## src/rtl/alu_pipe_measure.sv

```systemverilog
// alu_pipe_measure: elastic ALU pipeline with registered result flags and a saturating retired-beat counter
module alu_pipe_measure #(
    parameter int N      = 5,
    parameter int STAGES = 2,
    parameter int CW     = 16
) (
    input  logic          clk,
    input  logic          rst,
    input  logic          in_valid,
    output logic          in_ready,
    input  logic [N-1:0]  a,
    input  logic [N-1:0]  b,
    input  logic [3:0]    sel,
    output logic          out_valid,
    input  logic          out_ready,
    output logic [N-1:0]  result,
    output logic          z,
    output logic          o,
    output logic          ca,
    output logic          neg,
    input  logic          clr_count,
    output logic [CW-1:0] op_count
);
    localparam int DW = N + 4;

    logic [STAGES-1:0] v_q, v_d, rdy;
    logic [2*N+3:0]    s0_q, s0_d;
    logic [DW-1:0]     sr_q [1:STAGES-1];
    logic [DW-1:0]     sr_d [1:STAGES-1];
    logic [CW-1:0]     cnt_q, cnt_d;
    logic [N-1:0]      oa, ob, alu_r;
    logic [3:0]        op;
    logic [N:0]        sum, dif;
    logic              alu_ca, alu_o, retire, r;

    assign {oa, ob, op} = s0_q;

    always_comb begin
        sum    = {1'b0, oa} + {1'b0, ob};
        dif    = {1'b0, oa} - {1'b0, ob};
        alu_r  = op == 4'd0 ? sum[N-1:0] :
                 op == 4'd1 ? dif[N-1:0] :
                 op == 4'd2 ? oa & ob :
                 op == 4'd3 ? oa | ob :
                 op == 4'd4 ? oa ^ ob :
                 op == 4'd5 ? {oa[N-2:0], 1'b0} :
                 op == 4'd6 ? {1'b0, oa[N-1:1]} :
                 op == 4'd7 ? oa : '0;
        alu_ca = op == 4'd0 ? sum[N] :
                 op == 4'd1 ? dif[N] :
                 op == 4'd5 ? oa[N-1] :
                 op == 4'd6 ? oa[0] : 1'b0;
        alu_o  = op == 4'd0 ? (oa[N-1] == ob[N-1]) && (alu_r[N-1] != oa[N-1]) :
                 op == 4'd1 ? (oa[N-1] != ob[N-1]) && (alu_r[N-1] != oa[N-1]) : 1'b0;
    end

    // A stage can load when it, or every full stage ahead of it, drains this cycle
    always_comb begin
        r = out_ready || !v_q[STAGES-1];
        rdy = '0;
        rdy[STAGES-1] = r;
        for (int i = STAGES - 2; i >= 0; i--) begin
            r = r || !v_q[i];
            rdy[i] = r;
        end
    end

    assign in_ready  = rst && rdy[0];
    assign out_valid = v_q[STAGES-1];
    assign retire    = v_q[STAGES-1] && out_ready;
    assign {result, z, o, ca, neg} = sr_q[STAGES-1];
    assign op_count  = cnt_q;

    always_comb begin
        v_d    = v_q;
        v_d[0] = rdy[0] ? in_valid : v_q[0];
        s0_d   = (rdy[0] && in_valid) ? {a, b, sel} : s0_q;
        sr_d   = sr_q;
        v_d[1] = rdy[1] ? v_q[0] : v_q[1];
        sr_d[1] = (rdy[1] && v_q[0]) ? {alu_r, alu_r == '0, alu_o, alu_ca, alu_r[N-1]} : sr_q[1];
        for (int i = 2; i < STAGES; i++) begin
            v_d[i]  = rdy[i] ? v_q[i-1] : v_q[i];
            sr_d[i] = (rdy[i] && v_q[i-1]) ? sr_q[i-1] : sr_q[i];
        end
        cnt_d = clr_count ? '0 : (retire && cnt_q != '1) ? cnt_q + 1'b1 : cnt_q;
    end

    always_ff @(posedge clk or negedge rst) begin
        if (!rst) begin
            v_q   <= '0;
            s0_q  <= '0;
            for (int i = 1; i < STAGES; i++) sr_q[i] <= '0;
            cnt_q <= '0;
        end else begin
            v_q   <= v_d;
            s0_q  <= s0_d;
            sr_q  <= sr_d;
            cnt_q <= cnt_d;
        end
    end
endmodule

```

## config.mk

```make
export PLATFORM = sky130hd
export DESIGN_NAME = alu_pipe_measure
export DESIGN_NICKNAME = d
export VERILOG_FILES = /design/src/rtl/alu_pipe_measure.sv
export SDC_FILE = /design/constraint.sdc
export NUM_CORES = 1
export LEC_CHECK = 0
export CAP_MARGIN = 5
export CORE_MARGIN = 1.5
export CORE_UTILIZATION = 48
export CTS_CLUSTER_DIAMETER = 80
export DETAILED_ROUTE_END_ITERATION = 7
export PLACE_DENSITY = 0.77
export SYNTH_ARGS = -nofsm -noshare
export SYNTH_HDL_FRONTEND = slang
export SYNTH_SLANG_ARGS = --single-unit
```

## constraint.sdc

```tcl
create_clock -name clk -period 2.2 [get_ports clk]
set_input_delay 0.55 -clock clk [delete_from_list [all_inputs] [get_ports clk]]
set_output_delay 0.55 -clock clk [all_outputs]
set_load 0.02 [all_outputs]
```

After elaboration in Yosys (flattened, before gate mapping):

Index checks and enable logic that the tools add are counted.

* register bits: 41
* latch bits: 0
* bits in writable memories: 0
* bits in read-only memories: 0
* word-level logic and storage cells: 52
* memories kept: 0

* add/sub/neg operators: 3
* multipliers: 0
* div/mod/pow operators: 0
* magnitude comparators: 0
* equal/unequal tests: 11
* shifts and indexed selects: 0
* multiplexer cells: 16
* bitwise operators: 3
* reductions and logical operators: 14

Operator list (count)
* two-way mux 5 bit: 8
* two-way mux 16 bit: 2
* adder 16 x 1 -> 16 bit, second input constant: 1
* equality test 4 x 3 -> 1 bit, second input constant: 4
* inequality test 16 bit, second input constant: 1
* equality test 4 x 2 -> 1 bit, second input constant: 2
* logical AND 1 bit: 7
* adder 5 x 5 -> 6 bit: 1
* two-way mux 1 bit: 6
* subtractor 5 x 5 -> 6 bit: 1
* bitwise AND 5 bit: 1
* logical NOT 5 bit: 1
* OR 5 bit: 1
* bitwise XOR 5 bit: 1
* equality test 4 x 1 -> 1 bit, second input constant: 1
* logical NOT 4 bit: 1
* logical NOT 1 bit: 2
* logical OR 1 bit: 2
* inequality test 1 bit: 2
* nonzero test 2 bit: 1
* equality test 1 bit: 1

Depth between registers and ports, before layout:

* depth after elaboration: 13
* mapped depth: 9
* depth with buffers taken out: 9

Worst setup path before layout:

No wires, ideal clock.

* path kind: register -> register
* from: register s0_q[4]
* to: register sr_q[2] (netlist name)
* setup time: 104 ps
* arrival: 2130 ps
* data required time: 2096 ps
* setup slack: -34 ps
* cell stages (with the launch flop): 9
* path buffers: 0
* cell sequence: dfrtp_1 > ha_1 > fa_1 > a211oi_2 > a211oi_1 > or4_1 > and3_4 > xnor2_1 > o41ai_2

* cells in the longest elaborated chain, start to end: 7
* elaborated cells between the ends (all ways): 9

RTL lines
* start, declared: RTL line 27 `logic [2*N+3:0] s0_q, s0_d;`
* start signal, assigned: RTL line 91 `s0_q <= '0;`
* start signal, assigned: RTL line 96 `s0_q <= s0_d;`
* subtractor 5 x 5 -> 6 bit: RTL line 40 `dif = {1'b0, oa} - {1'b0, ob};`
* two-way mux 5 bit: RTL line 42 `op == 4'd1 ? dif[N-1:0] :`
* two-way mux 5 bit *: RTL line 41 `alu_r = op == 4'd0 ? sum[N-1:0] :`
* inequality test 1 bit *: RTL line 53, 54
* logical AND 1 bit: RTL line 54 `op == 4'd1 ? (oa[N-1] != ob[N-1]) && (alu_r[N-1] != oa[N-1]) : 1'b0;`
* two-way mux 1 bit: RTL line 54
* two-way mux 1 bit *: RTL line 53 `alu_o = op == 4'd0 ? (oa[N-1] == ob[N-1]) && (alu_r[N-1] != oa[N-1]) :`
* end signal, assigned: RTL line 97 `sr_q <= sr_d;`
* end, declared: RTL line 28 `logic [DW-1:0] sr_q [1:STAGES-1];`

Every way passes the cells marked *; elsewhere a longest branch is shown, timed or not.
A chain may end at the register's enable or synchronous reset.

Worst setup path after layout:

Ends and elaborated chain as after synthesis.

==> out/results.tsv <==
metric	value	unit
status	complete, but fails checks	
violations	negative setup slack	
vdd_drop_max	0.527	mV
cp_max_fo	4	
synth_top_family_by_area	simple AND/OR/NAND/NOR gates	
synth_ff_type	dfrtp_1	
setup_viol	3	
seq_area_frac_synth	38.7	%
pin_count	46	
synthXorXnorAreaFrac	5.42	%
end_kind	flip-flop	
core_region_area	0.00514	mm²
holdWs	0.322	ns
num_vias	2107	
die_w	76.4	µm
crit-reg2reg-launch	s0_q[4]	
dieArea	0.00584	mm²
ys_async_sr_fraction	100	%
fmax	0.428	GHz
hold_viol	0	
fin_skew	0.00977	ns
viasPerCell	5.39	
routabilityCongestion	0.941	
clockRootBuffer	clkbuf_8	
ant_nets	0	
io_buffers	45	
placedInstanceArea	0.00322	mm²
layout.nets	357	
drv_slew	0	
insertedDiodeCount	0	
multi_input_area	0.00147	mm²
numCtsBuffers	5	
seq_area	0.00100	mm²
mostFrequentLayoutCell	clkdlybuf4s50_1	
netlist_instances	259	
synth_edf_count	0	
required	2.39	ns
syn_area	0.00259	mm²
wire_per_inst	14.5	µm
final_core_util	65.5	%
final_cell_mix	43 x clkdlybuf4s50_1, 38 x dfrtp_1, 24 x nor2_1, 21 x buf_4, 19 x nand2_1	
antenna_found_initial	0	
grt_util_all_layers	21.2	%
grt-busiest-layer	met2	
hold_class	input port to async pin	
drt_pass1_iterations	4	
start_util	50.3	%
relSlewSlack	58.7	%
drive_gt1_share	21.8	%
remaining_drc_errors	0	
die_y	76.4	µm
drt-total-wl	5690	µm
p_leak	1.46	nW
rsz0062_at_grt	yes	
setup_slack	-0.135	ns
nFillCells	457	
powerDensity	728	mW/mm²
drt_iter0_markers	91	
tns	-0.312	ns
dp_hpwl	4320	µm
start_kind	flip-flop	
grt_pass1_vias	2030	
use_met1	28.9	%
clock-sinks	40	
yosysUniqueCellTypes	57	
cts_tree	built	
globalRouteOverflowTotal	0	
tightest_slew	0.604	ns
synth_nets	296	
synth_mux_area_share	11.4	%
synth_seq_cells	40	
cts_hold_buffers	0	
grt_max_degree	41	
synth_adder_area_share	9.29	%
gr-usage-met2	33.5	%
critPathLaunch	s0_q[4]	
core.rowCount	26	
clk_pin_slew_worst_paths	0.08	ns
htreeDepth	2	
arrival	2.53	ns
period_minus_slack	2.33	ns
path_class	flip-flop to flip-flop	
grt_pass1_wl	9870	µm
clock_path_buffers	2	
yosys.area_share.simple	16.7	%
drv_cap	0	
avgSynthCellArea	9.99	µm²
fin_crit_sh	106	%
clkLatencyLatePin	0.30	ns
yosys_warnings	0	
design_area	0.00337	mm²
use_met3	4.31	%
synth_compound_area_share	12.7	%
synthToLayoutAreaGrowth	30.1	%
## timing repair
item                                    in CTS  in global routing
resized for setup                            2                  9
pin swaps                                    2                  1
setup buffers                                1                  1
endpoints found under the setup margin       4                  7
## area by class of cell
cell class	instances	area share [%]
Clock buffer	6	2.16
Clock inverter	2	1.04
Inverter	20	2.27
Multi-Input combinational cell	186	43.8
Sequential cell	40	29.8
Tap cell	70	2.60
Timing Repair Buffer	67	18.4
## where the power goes
group,internal (mW),total (mW),switching [mW]
logic,0.476,0.948,0.473
registers,0.823,0.912,0.0894
clock network,0.337,0.591,0.254
total,1.64,2.45,0.816
## state kept, by name (all words and copies together) (netlist names)
signal and flops:
op_count 16, v_q 2, sr_q 8, s0_q 14
## stage by stage
step	std cells	power, mW	setup slack, ns
2_1_floorplan	259	1.49	0.0155
3_3_place_gp	381	1.82	-0.194
3_5_place_dp	381	1.84	-0.221
4_1_cts	390	2.44	-0.117
5_1_grt	391	2.61	-0.181
6_report	391	2.45	-0.135
## final timing paths
path / to / slack (ns) / depth (start not counted)
hold reg to reg: sr_q[7] / 0.48 / 2
setup reg to reg: sr_q[2] / -0.13 / 8
setup / recovery: sr_q[2] / -0.13 / 8
max in group asynchronous: s0_q[9] / 1.50 / 2
min in group clk: sr_q[7] / 0.48 / 2
hold / removal: op_count[12] / 0.32 / 2
## worst max-delay path, cell delays in order, from the launching register on
cell	delay [ns]
dfrtp_2	0.46
ha_4	0.18
fa_2	0.34
a211oi_2	0.21
a211oi_1	0.09
or4_1	0.42
and3_4	0.20
xnor2_1	0.13
o41ai_2	0.20
## cell families (layout without fill, tap and decap cells)
| kind of cell | count (synthesis) | in the layout |
|---|---|---|
| multiplexers | 24 | 24 |
| buffers and inverters | 33 | 95 |
| AO/OA/AOI/OAI | 45 | 45 |
| flip-flops | 40 | 40 |
| adder cells (fa/ha/maj) | 18 | 18 |
| AND/OR/NAND/NOR | 83 | 83 |
| XOR/XNOR | 16 | 16 |
## per-layer routing
metal | part of all wire (%) | vias to the layer above
met5 | 0 | -
met1 | 47 | 1009
met3 | 4.1 | 6
li1 | - | 1031
met4 | 1.3 | 0
met2 | 48 | 61
## cells in the mapped netlist (2+ instances only)
master      n  area (µm²)
o41ai_1     2        17.5
nand3_1     8        40.0
clkbuf_1    5        18.8
nor3_1      7        35.0
and3_1      2        12.5
nor4_2      2        25.0
dfrtp_1    40        1000
inv_1      17        63.8
xnor2_1     6        52.6
inv_2       2        7.51
xor2_1     10        87.6
fa_1        2        40.0
a211oi_1    2        15.0
o22ai_1     2        12.5
mux2i_1     5        50.1
and4_1      3        26.3
nor2_1     24        90.1
a2111oi_0   2        17.5
o211ai_1    3        22.5
a31oi_1     2        12.5
buf_4       2        15.0
buf_2       2        10.0
buf_1       2        7.51
and2_1      2        12.5
nand2b_1    6        37.5
o21ai_0     8        40.0
ha_1       16         200
a22o_1      2        17.5
or3_1       2        12.5
nand2_1    19        71.3
buf_6       2        22.5
a221oi_1    2        17.5
a21oi_2     2        17.5
a21oi_1     8        40.0
mux2_2     16         180
No activity file was read; power rests on OpenSTA's default activity.
